`src/rtl/dmem_access_ctrl.sv`:
```
// dmem_access_ctrl: sequences multi-cycle data-memory accesses for the MEM stage.
// The pipeline is held while an access is outstanding. The returned load data is
// handed to MEM/WB for one advance cycle. Every access ends after at most TIMEOUT
// cycles, so a missing ack cannot hang the pipeline.
module dmem_access_ctrl #(
  parameter int unsigned TIMEOUT = 15,
  parameter int unsigned CNT_W   = 4
) (
  input  logic        clk,
  input  logic        rst,
  input  logic        mem_read_in,
  input  logic        mem_write_in,
  input  logic [31:0] addr_in,
  input  logic [31:0] wdata_in,
  input  logic        dmem_ack,
  input  logic [31:0] dmem_rdata,
  output logic        dmem_req,
  output logic        dmem_we,
  output logic [31:0] dmem_addr,
  output logic [31:0] dmem_wdata,
  output logic [31:0] read_data_out,
  output logic        pipe_stall,
  output logic        wb_bubble,
  output logic        busy,
  output logic        timeout_err
);

  localparam logic [CNT_W-1:0] CNT_LAST = CNT_W'(TIMEOUT - 1);

  typedef enum logic [1:0] {IDLE, ACCESS, DONE} state_t;

  state_t             state_q, state_d;
  logic [CNT_W-1:0]   cnt_q, cnt_d;
  logic               req_q, req_d;
  logic               we_q, we_d;
  logic [31:0]        addr_q, addr_d;
  logic [31:0]        wdata_q, wdata_d;
  logic [31:0]        rdata_q, rdata_d;
  logic               busy_q, busy_d;
  logic               terr_q, terr_d;
  logic               req_p;

  assign req_p = mem_read_in | mem_write_in;

  // Freeze the front of the pipe from the request cycle until the access resolves.
  assign pipe_stall = ((state_q == IDLE) && req_p) || (state_q == ACCESS);
  assign wb_bubble  = pipe_stall;

  // Next-state and datapath update.
  always_comb begin
    state_d = state_q;
    cnt_d   = cnt_q;
    we_d    = we_q;
    addr_d  = addr_q;
    wdata_d = wdata_q;
    rdata_d = rdata_q;
    terr_d  = terr_q;
    unique case (state_q)
      IDLE: begin
        if (req_p) begin
          we_d    = mem_write_in;
          addr_d  = addr_in;
          wdata_d = wdata_in;
          cnt_d   = '0;
          state_d = ACCESS;
        end
      end
      ACCESS: begin
        cnt_d = cnt_q + CNT_W'(1);
        // An ack takes priority over the timeout in the same cycle.
        if (dmem_ack) begin
          if (!we_q) rdata_d = dmem_rdata;
          state_d = DONE;
        end else if (cnt_q == CNT_LAST) begin
          terr_d = 1'b1;
          if (!we_q) rdata_d = '0;
          state_d = DONE;
        end
      end
      // The same instruction is still in EX/MEM here, so its request is not restarted.
      DONE: state_d = IDLE;
      default: state_d = IDLE;
    endcase
    req_d  = (state_d == ACCESS);
    busy_d = (state_d != IDLE);
  end

  // State and output registers.
  always_ff @(posedge clk) begin
    if (rst) begin
      state_q <= IDLE;
      cnt_q   <= '0;
      req_q   <= 1'b0;
      we_q    <= 1'b0;
      addr_q  <= '0;
      wdata_q <= '0;
      rdata_q <= '0;
      busy_q  <= 1'b0;
      terr_q  <= 1'b0;
    end else begin
      state_q <= state_d;
      cnt_q   <= cnt_d;
      req_q   <= req_d;
      we_q    <= we_d;
      addr_q  <= addr_d;
      wdata_q <= wdata_d;
      rdata_q <= rdata_d;
      busy_q  <= busy_d;
      terr_q  <= terr_d;
    end
  end

  assign dmem_req      = req_q;
  assign dmem_we       = we_q;
  assign dmem_addr     = addr_q;
  assign dmem_wdata    = wdata_q;
  assign read_data_out = rdata_q;
  assign busy          = busy_q;
  assign timeout_err   = terr_q;

endmodule
```
`config.mk`:
```
export PLATFORM = sky130hd
export DESIGN_NAME = dmem_access_ctrl
export DESIGN_NICKNAME = d
export VERILOG_FILES = /design/src/rtl/dmem_access_ctrl.sv
export SDC_FILE = /design/constraint.sdc
export NUM_CORES = 1
export LEC_CHECK = 0
export CORE_AREA = 2 2 109 111
export CTS_CLUSTER_SIZE = 14
export DETAILED_ROUTE_END_ITERATION = 6
export DIE_AREA = 0 0 111 113
export PLACE_DENSITY = 0.75
export SLEW_MARGIN = 5
export SYNTH_ARGS = -nofsm -noshare
export SYNTH_HDL_FRONTEND = slang
export SYNTH_SLANG_ARGS = --single-unit
```
`constraint.sdc`:
```
create_clock -name clk -period 1.48 [get_ports clk]
set_input_delay 0.296 -clock clk [delete_from_list [all_inputs] [get_ports clk]]
set_output_delay 0.296 -clock clk [all_outputs]
set_load 0.005 [all_outputs]
```
# After elaboration in Yosys (flattened, before gate mapping)
# Cells that the tools add are included.
# W data, S select, Z words.
[totals] reg_bits=106 romBits=0 latch_bits=0 inputBits=101 ram_bits=0 mem_count=0 elab_cells=37
[op_classes] div=0 addsub=1 n_mux=10 reduce_logical=10 shift=0 bitwise_logic=3 mul=0 n_eq_ne=4 n_lt_le_gt_ge=0
[ops] operator="$mux W32" n=4
[ops] operator="$pmux W4 S2" n=1
[ops] operator="$mux W2" n=3
[ops] operator="$reduce_and A3 Y1" n=2
[ops] operator="$reduce_bool A2 Y1" n=3
[ops] operator="$add A4 B1 Y4 const B" n=1
[ops] operator="$eq A2 B1 Y1 const B" n=2
[ops] operator="$eq A4 B4 Y1 const B" n=1
[ops] operator="$mux W4" n=1
[ops] operator="$pmux W2 S2" n=1
[ops] operator="$reduce_and A2 Y1" n=2
[ops] operator="$logic_not A2 Y1" n=1
[ops] operator="$ne A2 B2 Y1 const B" n=1
[ops] operator="$not A1 Y1" n=2
[ops] operator="$logic_and A1 B1 Y1" n=1
[ops] operator="$logic_or A1 B1 Y1" n=1
[ops] operator="$or A1 B1 Y1" n=1

# Depth between registers and ports, before layout
# Gate-level depths: netlist of run 1.
[logic_depth] word_depth=5 depth_mapped=6 ltp_nobuf=5

# Least setup slack after synthesis of run 1
# OpenSTA, ideal clock, no wires.
[synth_timing] path_kind="reg2reg" start="reg cnt_q[0]" end="reg req_q (netlist: dmem_req)" path_stages_with_launch=7 path_buffers=1 synth_period_minus_slack_ns=1.392 t_required_ns=1.402 slack_ns=0.088 arrival_time_ns=1.314 path_cell_list="dfxtp_1 -> inv_1 -> ha_1 -> a31oi_2 -> buf_2 -> mux2i_1 -> nor3_1"
[synth_between] elab_chain_len=5
[synth_rtl] element="from (decl)" line="33" source="logic [CNT_W-1:0] cnt_q, cnt_d;"
[synth_rtl] element="from (signal assigned)" line="102" source="cnt_q <= cnt_d;"
[synth_rtl] element="$eq A4 B4 Y1" line="74" source="end else if (cnt_q == CNT_LAST) begin"
[synth_rtl] element="$mux W2" line="74"
[synth_rtl] element="$mux W2" line="71" source="if (dmem_ack) begin"
[synth_rtl] element="$pmux W2 S2" line="58" source="unique case (state_q)"
[synth_rtl] element="$eq A2 B1 Y1" line="84" source="req_d = (state_d == ACCESS);"
[synth_rtl] element="to (signal assigned)" line="103" source="req_q <= req_d;"
[synth_rtl] element="to (decl)" line="34" source="logic req_q, req_d;"
# No other way between the ends.
# A chain may end at the register's enable or synchronous reset.

# Worst setup path after layout of run 1
[layout_timing] start="reg state_q[0]" end="out wb_bubble"
[layout_between] elab_chain_len=3 elab_cells_between_ends=4 classes_between="1 x eq/ne; 3 x reduce/logical"
[layout_rtl] element="from (decl)" line="32" source="state_t state_q, state_d;"
[layout_rtl] element="from (signal assigned)" line="101" source="state_q <= state_d;"
[layout_rtl] element="$logic_not A2 Y1" line="46" source="assign pipe_stall = ((state_q == IDLE) && req_p) || (state_q == ACCESS);"
[layout_rtl] element="$logic_and A1 B1 Y1" line="46"
[layout_rtl] element="$logic_or A1 B1 Y1 (*)" line="46"
[layout_rtl] element="to (decl)" line="23" source="output logic wb_bubble,"
# Every way passes the cells marked *; elsewhere a longest branch is shown, timed or not.

==> results of run 1 <==
[final timing paths]
path,cells after the start,slack [ps],to,from
max,4,-5,wb_bubble,state_q[0]
min reg2reg,2,450,timeout_err,timeout_err
min,2,250,cnt_q[3],rst
max reg2reg,4,-5,read_data_out[23],state_q[0]
[layer usage]
metal,up-vias,wire (microns),track usage
met2,168,6740,0.348
met5,-,0,0
li1,2096,-,-
met3,15,958,0.0562
met1,2030,5700,0.243
met4,0,183,0.0708
[power breakdown]
part / internal (mW) / switching (mW)
Sequential: 3.04 / 0.0966
Combinational: 0.719 / 0.624
Clock: 1.37 / 1.05
[flip-flops by register name, indices dropped and copies added, names as in the netlist]
signal,cells
dmem_req,1
timeout_err,1
state_q,2
dmem_addr,32
busy,1
cnt_q,4
dmem_we,1
dmem_wdata,32
read_data_out,32
[cells by family (layout without fill, tap and decap cells)]
kind of cell    count (synthesis)  count (layout)  synth area share
compound gates                203             203             0.255
simple gates                  119             119             0.143
flops                         106             106             0.525
buf+inv                        55             247            0.0687
fa+ha+maj                       2               2           0.00619
mux                             1               1           0.00248
[what timing repair did]
item	4_1_cts	5_1_grt
hold buffers	0	0
setup endpoints to repair	71	109
gates cloned	0	3
gates resized for setup	87	116
pin swaps	2	3
setup buffers	5	2
[worst max-delay path, delay by kind of cell (launching register included)]
family	cells	cell delay, ps
flip-flops	1	370
buffers and inverters	2	240
AND/OR/NAND/NOR	2	240
[metrics by stage]
step | worst slack (ps) | area [sq um]
after floorplan | 87.9 | 4040
after global placement | -464 | 6240
after detailed placement | -487 | 6240
after CTS | -61.4 | 6540
after global routing | -49.0 | 6770
final | -4.85 | 6770
[layout make-up]
class                      instances  area [sq um]  area share
timing repair buffer             229          2380       0.352
clock inverter                     5          61.3     0.00905
tap                              143           179      0.0264
multi-input combinational        325          1760       0.259
clock buffer                      11           243      0.0358
inverter                           2          7.51     0.00111
sequential                       106          2140       0.316
[layout by cell type (no fill, tap or decap), drive strengths merged]
cell type and instances:
dfxtp 106, clkdlybuf4s50 103, o21ai 100, a21oi 99
nand3 67, dlygate4sd2 63, nand2 33, dlymetal6s2s 33
buf 26, clkbuf 15, nor3 5, inv 4
or3 3, nor2 3, nand2b 2, or2 2
a31oi 2, ha 2, clkinv 2, and4bb 1
or3b 1, o32ai 1, o31ai 1, mux2i 1
nor3b 1, nor2b 1, bufinv 1
==> results.toml, run 1 <==
[cts]
clock-sinks = 106
cts_tree = "done"
cts-buffers-inserted = 9
clk_pin_slew_worst_paths_ps = 70
cts_root_buf = "sky130_fd_sc_hd__clkbuf_16"
insertion_delay_ps = 340
cts.htree.levels = 3
max-clock-path-buffers = 2

[grt]
first_global_vias = 4164
pin_count_of_the_biggest_net_entering_global_routing = 55
grt_pass1_wl_mm = 20.7
grt_antenna_before_repair = 0
track_usage = 0.202
grt_remaining_overflow = 0

[timing]
final_hold_viol_count = 0
hold-worst-slack_ps = 247
setup-violations-final = 2
max_slew.worst_pin.slew_ps = 395
final_period_minus_worst_setup_slack_ps = 1480
max_freq_ghz = 0.673
unrepaired_setup_endpoints_after_global_routing = "yes"
setup_slack_ps = -4.85
final.setup_skew_ps = 8.42
drv_slew = 0
post_route_setup_tns_ps = -8.05
timing.final.crit_share = 1.00
slew_headroom = 0.737

[critical_path]
cp-end-kind = "output port"
timing.setup.critical_path_class = "flip-flop to output port"
worstPathArrival_ps = 1190
setup.worst_path.start_class = "flip-flop"
cp_slowest_stage_delay_ps = 370
slowest_stage = "sky130_fd_sc_hd__dfxtp_4"
crit_chain = "nor3_4, nor2_2, buf_4, clkbuf_2"
timing.critical_path.fanout_max = 2
crit_required_ps = 1180

[yosys]
synth-seq-area-share = 0.525
synth.top_cells.by_count = "sky130_fd_sc_hd__dfxtp_1 (106), sky130_fd_sc_hd__a21oi_1 (99), sky130_fd_sc_hd__nand3_1 (67)"
synth-warning-count = 0
ys_seq_elements = 106
synth_fp_nets = 589
yosys.area.top_type_share = 0.525
synth_flop_cell = "sky130_fd_sc_hd__dfxtp_1"
synth_edf_count = 0
yosys.area.top_type = "sky130_fd_sc_hd__dfxtp_1"
netlist-cell-type-count = 29
yosys.cell_count.top_type = "sky130_fd_sc_hd__dfxtp_1"
top_cells_by_area_synth = "sky130_fd_sc_hd__dfxtp_1 (52%), sky130_fd_sc_hd__a21oi_1 (12%), sky130_fd_sc_hd__nand3_1 (8.3%), sky130_fd_sc_hd__o21ai_0 (7.7%), sky130_fd_sc_hd__o21ai_1 (4.7%)"
syn-mean-instance-area_sq_um = 8.32
synthCells = 486
asyncSetResetFlopFracSynth = 0
synth.cell_area_sq_um = 4040

[final_layout]
area.growth.synth_to_final_pct = 67.6
drive_gt1_frac = 0.131
utilization = 0.601
antenna-diode-count = 0
nets = 776
layout.cells.non_filler = 821
filler_cell_count = 978

[detailed_routing]
drc_errors = 0
dr_vias = 4309
drt_first_pass_iters = 4
detail_routed_net_length_per_standard_cell_microns = 16.5
wirelength_mm = 13.6
viasPerCell = 5.25
initialDrtViolationCount = 359
postRouteAntennaNets = 0

[die]
num_io_pins = 203
die_area_sq_um = 12500
core_area_sq_um = 11300
dieHeight_microns = 113
placement_rows = 39
dieWidth_microns = 111
initial_core_util = 0.359

[power]
design_power_total_mw = 6.91
worst_ir_drop_vdd_mv = 0.716
total_leakage_power_nw = 3.18
cellPowerDensity_nw_per_um2 = 1020

[run_status]
violated_checks = "setup timing"
run_status = "finished, violations left"

[placement]
port_buffer_cells = 202
placed_cells_incl_taps = 795
gp_congestion = 0.839
dp.final_hpwl_mm = 8.87

[worst_hold_path]
worst_hold_path_type = "input port to flip-flop"

[run]
max_cap_violations = 0
Note: power is estimated with default switching activity, not from simulation.
==> run 2: changes to the inputs <==
--- a/config.mk
+++ b/config.mk
@@ -5,11 +5,12 @@
 export SDC_FILE = /design/constraint.sdc
 export NUM_CORES = 1
 export LEC_CHECK = 0
-export CORE_AREA = 2 2 109 111
+export CORE_AREA = 2 2 100 102
 export CTS_CLUSTER_SIZE = 14
 export DETAILED_ROUTE_END_ITERATION = 6
-export DIE_AREA = 0 0 111 113
-export PLACE_DENSITY = 0.75
+export DIE_AREA = 0 0 102 104
+export DONT_BUFFER_PORTS = 1
+export RECOVER_POWER = 50
 export SLEW_MARGIN = 5
 export SYNTH_ARGS = -nofsm -noshare
 export SYNTH_HDL_FRONTEND = slang
==> run 2 against run 1 <==
Against the previous run: the flow finishes with violations (hold timing); setup slack better by 75 ps; worst hold slack got worse by 250 ps; non-clock buffer count fell by 212; cell area down 35%; total power down 19%; global-route usage is 2.3 points lower; routed wire length down 25%; first-iteration DRC count decreased by 64%; critical endpoint is now pipe_stall; largest power group unchanged; highest routed layer unchanged.
==> results.toml, run 2 (synthesis gave the netlist of run 1 again) <==
[timing]
max_freq_ghz = 0.709
max_slew.worst_pin.slew_ps = 396
setup-violations-final = 0
drv_slew = 0
final.setup_skew_ps = 9.24
final_period_minus_worst_setup_slack_ps = 1410
timing.final.crit_share = 0.952
hold-worst-slack_ps = -0.963
post_route_setup_tns_ps = 0
slew_headroom = 0.736
final_hold_viol_count = 2

[cts]
post_cts_buffers = 0
insertion_delay_ps = 360
clock-sinks = 106
max-clock-path-buffers = 2
cts-buffers-inserted = 9
cts.htree.levels = 3
cts_tree = "done"
clk_pin_slew_worst_paths_ps = 100
cts_root_buf = "sky130_fd_sc_hd__clkbuf_8"

[detailed_routing]
viasPerCell = 5.63
dr_vias = 3375
detail_routed_net_length_per_standard_cell_microns = 17.1
postRouteAntennaNets = 0
drc_errors = 0
drt_first_pass_iters = 4
wirelength_mm = 10.2
initialDrtViolationCount = 128

[die]
placement_rows = 36
initial_core_util = 0.423
core_area_sq_um = 9550
dieWidth_microns = 102
dieHeight_microns = 104
num_io_pins = 203
die_area_sq_um = 10600

[critical_path]
crit-reg2reg-launch = "cnt_q[0]"
worstPathArrival_ps = 1110
regToRegSetupSlack_ps = 90
crit_required_ps = 1180
startpoint = "state_q[0]"
crit_path_end = "pipe_stall"
timing.setup.critical_path_class = "flip-flop to output port"
r2r_cells = 6
setup.worst_path.start_class = "flip-flop"
timing.critical_path.fanout_max = 6
cp-end-kind = "output port"
crit-reg2reg-capture = "read_data_out[24]"

[power]
total_leakage_power_nw = 1.49
design_power_total_mw = 5.61
worst_ir_drop_vdd_mv = 0.433
cellPowerDensity_nw_per_um2 = 1270

[placement]
port_buffer_cells = 0
gp_congestion = 0.776
dp.final_hpwl_mm = 6.65
place_area_sq_um = 4140

[run_status]
violated_checks = "hold timing"
run_status = "finished, violations left"

[final_layout]
layout_common_cells = "sky130_fd_sc_hd__dfxtp_1 (105), sky130_fd_sc_hd__a21oi_1 (99), sky130_fd_sc_hd__nand3_1 (67)"
utilization = 0.461
drive_gt1_frac = 0.0901
antenna-diode-count = 0
layout_commonest_cell = "sky130_fd_sc_hd__dfxtp_1"
nets = 564
post-route-cell-area_sq_um = 4400
area.growth.synth_to_final_pct = 8.88

[grt]
grt_remaining_overflow = 0
first_global_vias = 3224
track_usage = 0.179
grt_pass1_wl_mm = 15.3
pin_count_of_the_biggest_net_entering_global_routing = 109
grt_antenna_before_repair = 0

[worst_hold_path]
worst_hold_path_type = "input port to flip-flop"

[run]
max_cap_violations = 0
[run 2: cell count changes in the layout (fill, tap and decap cells not counted), sizes merged, moves of 10 or more]
cell,delta
clkdlybuf4s50,-103
dlymetal6s2s,-33
dlygate4sd2,-63
buf,-10
[run 2: worst min-delay path by stage]
stage | from | to | slack, ps | cells past startpoint
after floorplan | mem_write_in | dmem_we | 430 | 2
after global placement | rst | read_data_out[11] | 370 | 1
after detailed placement | rst | read_data_out[7] | 380 | 1
after CTS | rst | read_data_out[8] | -20 | 1
after global routing | rst | read_data_out[2] | -30 | 1
final | rst | read_data_out[1] | -1 | 1
[run 2: where the power goes]
part / total (mW) / leakage, nW / internal (mW) / switching [mW]
Sequential: 3.18 / 0.870 / 3.04 / 0.141
Combinational: 0.599 / 0.526 / 0.236 / 0.363
Clock: 1.83 / 0.0986 / 0.874 / 0.955
[run 2: metal layers]
layer | vias to the layer above | track usage | routed length [microns]
met5 | - | 0 | 0
met4 | 0 | 0.0571 | 150
met3 | 11 | 0.0780 | 1080
met2 | 142 | 0.302 | 4870
met1 | 1573 | 0.201 | 4140
li1 | 1649 | - | -
[run 2: cell type report]
| class | count | area, sq um |
|---|---|---|
| Fill cell | 944 | 5150 |
| Sequential cell | 106 | 2130 |
| Multi-Input combinational cell | 325 | 1690 |
| Timing Repair Buffer | 17 | 211 |
| Tap cell | 133 | 166 |
| Clock buffer | 12 | 155 |
| Clock inverter | 4 | 50.0 |
| Inverter | 2 | 7.51 |
[run 2: repair_timing]
action,CTS,global route
pin swaps,1,1
endpoints found under the setup margin,2,23
gates cloned,0,1
gates resized for setup,5,6
hold endpoints to repair,95,85
[run 2: per-stage QoR]
| stage | cells | setup slack [ps] |
|---|---|---|
| 4_1_cts | 598 | 28.0 |
| 3_3_place_gp | 582 | 116 |
| 6_report | 599 | 70.4 |
| 5_1_grt | 599 | -3.95 |
| 3_5_place_dp | 582 | 70.2 |
| 2_1_floorplan | 486 | 87.9 |
[run 2: critical path: stages (launching register included)]
cell and delay [ps]:
sky130_fd_sc_hd__dfxtp_4 370, sky130_fd_sc_hd__buf_6 130, sky130_fd_sc_hd__nor3_4 170, sky130_fd_sc_hd__nor2_4 90
